## config.mk

```make
export PLATFORM = sky130hd
export DESIGN_NAME = dut_req_arb
export DESIGN_NICKNAME = d
export VERILOG_FILES = /design/src/rtl/dut_req_arb.sv
export SDC_FILE = /design/constraint.sdc
export NUM_CORES = 1
export LEC_CHECK = 0
export ABC_AREA = 0
export CAP_MARGIN = 20
export CORE_ASPECT_RATIO = 0.6
export CORE_MARGIN = 10
export CORE_UTILIZATION = 39
export DETAILED_ROUTE_END_ITERATION = 10
export PLACE_DENSITY = 0.78
export RECOVER_POWER = 25
export SYNTH_ARGS = -nofsm -noshare
export SYNTH_HDL_FRONTEND = slang
export SYNTH_SLANG_ARGS = --single-unit
export TNS_END_PERCENT = 10
```

## constraint.sdc

```tcl
create_clock -name clk -period 1.8 [get_ports clk]
set_clock_uncertainty 0.1 [all_clocks]
set_input_delay 0.27 -clock clk [delete_from_list [all_inputs] [get_ports clk]]
set_output_delay 0.27 -clock clk [all_outputs]
set_load 0.05 [all_outputs]
```

## src/rtl/dut_req_arb.sv

```systemverilog
// Two-requester round-robin front end for a shared ALU.
// Each transaction: one grant/start pulse, a wait for the ALU response or a timeout, then one done pulse.
module dut_req_arb #(
    parameter int unsigned TIMEOUT = 255
) (
    input  logic        clk,
    input  logic        reset_n,
    input  logic        r0_req,
    input  logic [31:0] r0_A,
    input  logic [31:0] r0_B,
    input  logic [7:0]  r0_op,
    input  logic        r0_op_pf,
    input  logic        r0_sv,
    input  logic        r1_req,
    input  logic [31:0] r1_A,
    input  logic [31:0] r1_B,
    input  logic [7:0]  r1_op,
    input  logic        r1_op_pf,
    input  logic        r1_sv,
    output logic        r0_gnt,
    output logic        r1_gnt,
    output logic        r0_done,
    output logic        r1_done,
    output logic [63:0] r0_result,
    output logic [63:0] r1_result,
    output logic [7:0]  r0_err,
    output logic [7:0]  r1_err,
    output logic        dut_start,
    output logic [31:0] dut_A,
    output logic [31:0] dut_B,
    output logic [7:0]  dut_op,
    output logic        dut_op_pf,
    output logic        dut_sv,
    input  logic        dut_done,
    input  logic [63:0] dut_result,
    input  logic [7:0]  dut_err,
    output logic        busy,
    output logic        tmo
);

    localparam int unsigned DATA_W = 32;
    localparam int unsigned RES_W  = 64;
    localparam int unsigned OP_W   = 8;
    localparam int unsigned ERR_W  = 8;
    localparam int unsigned CNT_W  = 8;

    localparam logic [CNT_W-1:0] CNT_LAST = CNT_W'(TIMEOUT - 1);
    localparam logic [CNT_W-1:0] CNT_MAX  = '1;
    localparam logic [ERR_W-1:0] ERR_TMO  = ERR_W'(8'hFF);

    typedef enum logic [1:0] {
        IDLE  = 2'd0,
        ISSUE = 2'd1,
        WAIT  = 2'd2,
        RESP  = 2'd3
    } state_t;

    typedef struct packed {
        logic [DATA_W-1:0] a;
        logic [DATA_W-1:0] b;
        logic [OP_W-1:0]   op;
        logic              op_pf;
        logic              sv;
    } cmd_t;

    state_t            state_q, state_d;
    cmd_t              cmd_q, cmd_d;
    logic              owner_q, owner_d;
    logic              last_q, last_d;
    logic [CNT_W-1:0]  cnt_q, cnt_d;
    logic [RES_W-1:0]  r0_result_d, r1_result_d;
    logic [ERR_W-1:0]  r0_err_d, r1_err_d;
    logic              tmo_d;
    logic              start_d;
    logic              winner;

    // Tie goes to whoever was not served last.
    assign winner = (r0_req && r1_req) ? ~last_q : r1_req;

    always_comb begin
        state_d     = state_q;
        cmd_d       = cmd_q;
        owner_d     = owner_q;
        last_d      = last_q;
        cnt_d       = cnt_q;
        r0_result_d = r0_result;
        r1_result_d = r1_result;
        r0_err_d    = r0_err;
        r1_err_d    = r1_err;
        tmo_d       = tmo;

        case (state_q)
            IDLE: begin
                if (r0_req || r1_req) begin
                    owner_d = winner;
                    cmd_d   = winner ? cmd_t'{r1_A, r1_B, r1_op, r1_op_pf, r1_sv}
                                     : cmd_t'{r0_A, r0_B, r0_op, r0_op_pf, r0_sv};
                    state_d = ISSUE;
                end
            end
            ISSUE: begin
                cnt_d   = '0;
                state_d = WAIT;
            end
            WAIT: begin
                if (dut_done) begin
                    if (owner_q) begin
                        r1_result_d = dut_result;
                        r1_err_d    = dut_err;
                    end else begin
                        r0_result_d = dut_result;
                        r0_err_d    = dut_err;
                    end
                    state_d = RESP;
                end else if (cnt_q >= CNT_LAST) begin
                    if (owner_q) begin
                        r1_result_d = '0;
                        r1_err_d    = ERR_TMO;
                    end else begin
                        r0_result_d = '0;
                        r0_err_d    = ERR_TMO;
                    end
                    tmo_d   = 1'b1;
                    state_d = RESP;
                end else if (cnt_q != CNT_MAX) begin
                    cnt_d = cnt_q + CNT_W'(1);
                end
            end
            RESP: begin
                last_d  = owner_q;
                state_d = IDLE;
            end
            default: state_d = IDLE;
        endcase

        start_d = (state_d == ISSUE);
    end

    // Pulse outputs are registered from the next state so they line up with the state they belong to.
    always_ff @(posedge clk or negedge reset_n) begin
        if (!reset_n) begin
            state_q   <= IDLE;
            cmd_q     <= '0;
            owner_q   <= 1'b0;
            last_q    <= 1'b1;
            cnt_q     <= '0;
            r0_result <= '0;
            r1_result <= '0;
            r0_err    <= '0;
            r1_err    <= '0;
            tmo       <= 1'b0;
            dut_start <= 1'b0;
            r0_gnt    <= 1'b0;
            r1_gnt    <= 1'b0;
            r0_done   <= 1'b0;
            r1_done   <= 1'b0;
            busy      <= 1'b0;
        end else begin
            state_q   <= state_d;
            cmd_q     <= cmd_d;
            owner_q   <= owner_d;
            last_q    <= last_d;
            cnt_q     <= cnt_d;
            r0_result <= r0_result_d;
            r1_result <= r1_result_d;
            r0_err    <= r0_err_d;
            r1_err    <= r1_err_d;
            tmo       <= tmo_d;
            dut_start <= start_d;
            r0_gnt    <= start_d && !owner_d;
            r1_gnt    <= start_d && owner_d;
            r0_done   <= (state_d == RESP) && !owner_d;
            r1_done   <= (state_d == RESP) && owner_d;
            busy      <= (state_d != IDLE);
        end
    end

    assign dut_A     = cmd_q.a;
    assign dut_B     = cmd_q.b;
    assign dut_op    = cmd_q.op;
    assign dut_op_pf = cmd_q.op_pf;
    assign dut_sv    = cmd_q.sv;

endmodule

```

==> results of run 1 <==
## cells in the mapped netlist, types with 2 or more instances
master,count,area share (%)
sky130_fd_sc_hd__a21boi_0,63,4.5
sky130_fd_sc_hd__a21boi_1,11,0.79
sky130_fd_sc_hd__a21o_1,128,9.2
sky130_fd_sc_hd__a21oi_1,19,0.91
sky130_fd_sc_hd__a221o_1,74,7.1
sky130_fd_sc_hd__a22o_1,128,11
sky130_fd_sc_hd__a31oi_1,3,0.18
sky130_fd_sc_hd__and3_1,3,0.18
sky130_fd_sc_hd__and4b_1,2,0.19
sky130_fd_sc_hd__and4bb_1,2,0.24
sky130_fd_sc_hd__buf_1,8,0.29
sky130_fd_sc_hd__buf_2,28,1.3
sky130_fd_sc_hd__buf_4,6,0.43
sky130_fd_sc_hd__buf_6,5,0.54
sky130_fd_sc_hd__clkbuf_1,36,1.3
sky130_fd_sc_hd__dfrtp_1,236,57
sky130_fd_sc_hd__ha_1,2,0.24
sky130_fd_sc_hd__inv_1,19,0.68
sky130_fd_sc_hd__mux2i_1,2,0.19
sky130_fd_sc_hd__nand2_1,10,0.36
sky130_fd_sc_hd__nand2b_1,3,0.18
sky130_fd_sc_hd__nand3_1,3,0.14
sky130_fd_sc_hd__nor2_1,5,0.18
sky130_fd_sc_hd__nor3_1,4,0.19
sky130_fd_sc_hd__o21ai_0,2,0.096
sky130_fd_sc_hd__o22ai_1,16,0.96
## logic make-up after synthesis
logic type      share of synthesized area (%)
mux                                     0.300
buf+inv                                  4.58
compound gates                           35.2
simple gates                             2.78
flops                                    56.9
fa+ha+maj                               0.240
## area by class of cell
| type | count | area (sq um) |
|---|---|---|
| well taps | 360 | 450 |
| inverters | 19 | 71.3 |
| multi-input cells | 504 | 4060 |
| clock inverters | 11 | 139 |
| fillers | 2102 | 10300 |
| flip-flops and latches | 237 | 5930 |
| diodes | 8 | 20.0 |
| repair buffers | 505 | 4640 |
| clock buffers | 32 | 702 |
## power by group
part | leakage, uW | internal, uW | switching (uW)
clock | 0.000413 | 3170 | 2170
sequential | 0.00262 | 7820 | 1870
combinational | 0.00384 | 7960 | 13800
## sequential cells by signal, summed over array words and instances, names as in the netlist, 2 cells and up
signal	flops
dut_op	8
r0_err	8
r1_err	8
r0_result	64
cnt_q	8
r1_result	64
state_q	2
dut_A	32
dut_B	32
## routing by layer
layer	vias up	wire length, um
li1	4197	-
met1	4857	15800
met2	419	19600
met3	73	4260
met4	4	1450
met5	-	27
## worst min-delay path by stage
stage / startpoint / to / slack (ns) / cells past startpoint
finish: reset_n / r0_result[36] / 0.14 / 2
global route: reset_n / r1_result[36] / 0.17 / 2
CTS: reset_n / cnt_q[1] / 0.15 / 2
detailed placement: reset_n / r0_result[36] / 0.11 / 1
global placement: reset_n / r1_result[36] / 0.11 / 1
floorplan: reset_n / busy / -0.13 / 0
## layout by cell type, fill, tap and decap left out, types with 4 or more instances in the layout
cell type / count
sky130_fd_sc_hd__a22o_1: 128
sky130_fd_sc_hd__buf_4: 249
sky130_fd_sc_hd__clkbuf_16: 27
sky130_fd_sc_hd__clkbuf_8: 5
sky130_fd_sc_hd__inv_1: 19
sky130_fd_sc_hd__nor2_1: 4
sky130_fd_sc_hd__a21o_1: 128
sky130_fd_sc_hd__clkinv_2: 5
sky130_fd_sc_hd__o22ai_1: 16
sky130_fd_sc_hd__a21boi_1: 11
sky130_fd_sc_hd__clkbuf_1: 6
sky130_fd_sc_hd__diode_2: 8
sky130_fd_sc_hd__clkdlybuf4s50_1: 223
sky130_fd_sc_hd__nor3_1: 4
sky130_fd_sc_hd__a21oi_1: 19
sky130_fd_sc_hd__buf_12: 17
sky130_fd_sc_hd__dfrtp_1: 236
sky130_fd_sc_hd__a221o_1: 74
sky130_fd_sc_hd__nand2_1: 10
sky130_fd_sc_hd__a21boi_0: 63
## timing repair
item                                    4_1_cts  5_1_grt
endpoints found under the setup margin       62      113
resized for setup                             5        3
hold endpoints to repair                    236        0
pin swaps                                     1        1
hold buffers                                  1        0
cloned                                        1        2
setup buffers                                 1        0
## per-stage QoR
| step | instance area [sq um] | utilization (%) | hold WS (ns) | instances | setup TNS [ns] |
|---|---|---|---|---|---|
| after global placement | 15100 | 57.2 | 0.108 | 1620 | -10.57 |
| after CTS | 16000 | 60.7 | 0.148 | 1666 | 0 |
| after floorplan | 10400 | - | -0.126 | 843 | 0 |
| final | 16000 | 60.8 | 0.141 | 1676 | 0 |
| after global routing | 16000 | 60.7 | 0.165 | 1675 | -0.0127 |
| after detailed placement | 15100 | 57.2 | 0.108 | 1620 | -14.87 |
==> key figures, run 1 <==
Clock network
  • Clock tree from TritonCTS: built
  • Number of buffers created by CTS: 24
  • Clk root buf: sky130_fd_sc_hd__clkbuf_16
  • Latest clock arrival within the worst-skew pair: 0.52 ns
  • Clock sinks: 237
  • Clock input transition at the sequential cells of the worst setup and hold paths: 0.07 ns
  • Number of H-tree levels: 1
  • Maximum buffer depth of the clock tree: 3

Setup path
  • Number of cells on the worst reg-to-reg path: 5
  • Slowest CP cell: sky130_fd_sc_hd__dfrtp_1
  • Worst-path fanout max: 58
  • CP startpoint kind: flop
  • Number of gates on the worst path with buffers counted: 5
  • Crit path capture: dut_B[16]
  • Gate family responsible for the most delay along the worst path: buffers and inverters
  • Data arrival time of the critical path: 2.03 ns
  • Capturing element type of the critical path: flop
  • Buffers and inverters on the worst path: 2
  • Crit Reg-Reg Endpoint: dut_B[16]
  • Worst EP required: 2.10 ns
  • Critical path class: reg2reg
  • Register-to-register setup slack: 0.07 ns
  • Critical path cell sequence: buf_4, nor2_4, buf_12, a21boi_0, a221o_1
  • Critical path startpoint: state_q[1]
  • Worst stage delay on the critical path: 0.37 ns
  • Critical R2R Launch: state_q[1]

Placement
  • Detailed placer's ending HPWL: 29700 um
  • IO buf count: 449
  • Routability congestion estimate from global placement: 0.899
  • Setup slack at placement: -0.168 ns

Route
  • Initial DRC count: 804
  • DRC violation count after routing: 0
  • Wire length per cell after detailed routing: 24.6 um
  • Ratio of routed vias to standard cells: 5.70
  • Detail Route Antenna Nets: 0
  • Drt pass-1 iters: 5
  • Vias: 9550
  • WL final: 41200 um

Logic synthesis
  • Flops & latches, synth: 237
  • Cell count after synthesis: 843
  • Post-Synthesis Net Count: 1070
  • Post-Synthesis Cell Area: 10400 sq um
  • Post-synthesis cell type count: 51
  • Number of warnings reported in the yosys synthesis log: 0
  • Number of enable flip-flop cells after synthesis: 0
  • Per-instance average area after synthesis: 12.4 sq um
  • Async set or reset register ratio after synthesis: 100%
  • Dominant register cell in the synthesized netlist: sky130_fd_sc_hd__dfrtp_1
  • Register area share after synthesis: 56.9%

Power and ir drop
  • Overall power after layout: 36800 uW
  • Power density cells: 2300 nW/um^2
  • Worst voltage drop across the vdd grid: 1.43 mV
  • Leakage: 0.00687 uW

Global routing
  • Met1 track utilization from global routing: 27.7%
  • Global-route wire length before repair: 61700 um
  • Pin count of the biggest net entering global routing: 59
  • Layer with the highest usage: met2
  • Via count of the first global-routing pass: 9870
  • Grt met3 use: 8.54%
  • Global-route met2 utilization: 37.0%
  • Global-route total usage across every layer: 23.0%
  • Remaining global-route overflow: 0
  • Initial antenna violation count: 10

STA
  • Hold Vio Cnt, Final: 0
  • Worst slew margin relative to its limit: 53.8%
  • Fin. max-slew vios: 0
  • Peak Freq: 577 MHz
  • Final period demand of the worst path: 1.73 ns
  • Share of the clock period used by the worst path: 96.2%
  • Final WS setup: 0.0682 ns
  • Final setup violation count: 0
  • Worst-margin pin slew: 0.693 ns

Die
  • Core region area: 26400 sq um
  • Standard-cell rows: 46
  • Area of the die: 33900 sq um
  • Die Y-Extent: 147 um
  • Die X-Extent: 231 um
  • I/O pin total: 450
  • Initial Util: 39.6%

Outcome
  • Run status: finished clean

Finish
  • Area growth from synthesis to layout: 53.5%
  • Layout cells sized above 1: 25.5%
  • Net total in the final layout: 1518

Hold path
  • Min-delay worst type: in2async

Run
  • MaxCap Viol Count: 0
No activity file was read; power rests on OpenSTA's default activity.
==> run 2, diff against run 1 <==
--- a/config.mk
+++ b/config.mk
@@ -10,6 +10,7 @@
 export CORE_ASPECT_RATIO = 0.6
 export CORE_MARGIN = 10
 export CORE_UTILIZATION = 39
+export CTS_CLUSTER_DIAMETER = 120
 export DETAILED_ROUTE_END_ITERATION = 10
 export PLACE_DENSITY = 0.78
 export RECOVER_POWER = 25
==> results of run 2 <==
No change in the layout: final DEF, timing and power equal those of run 1.
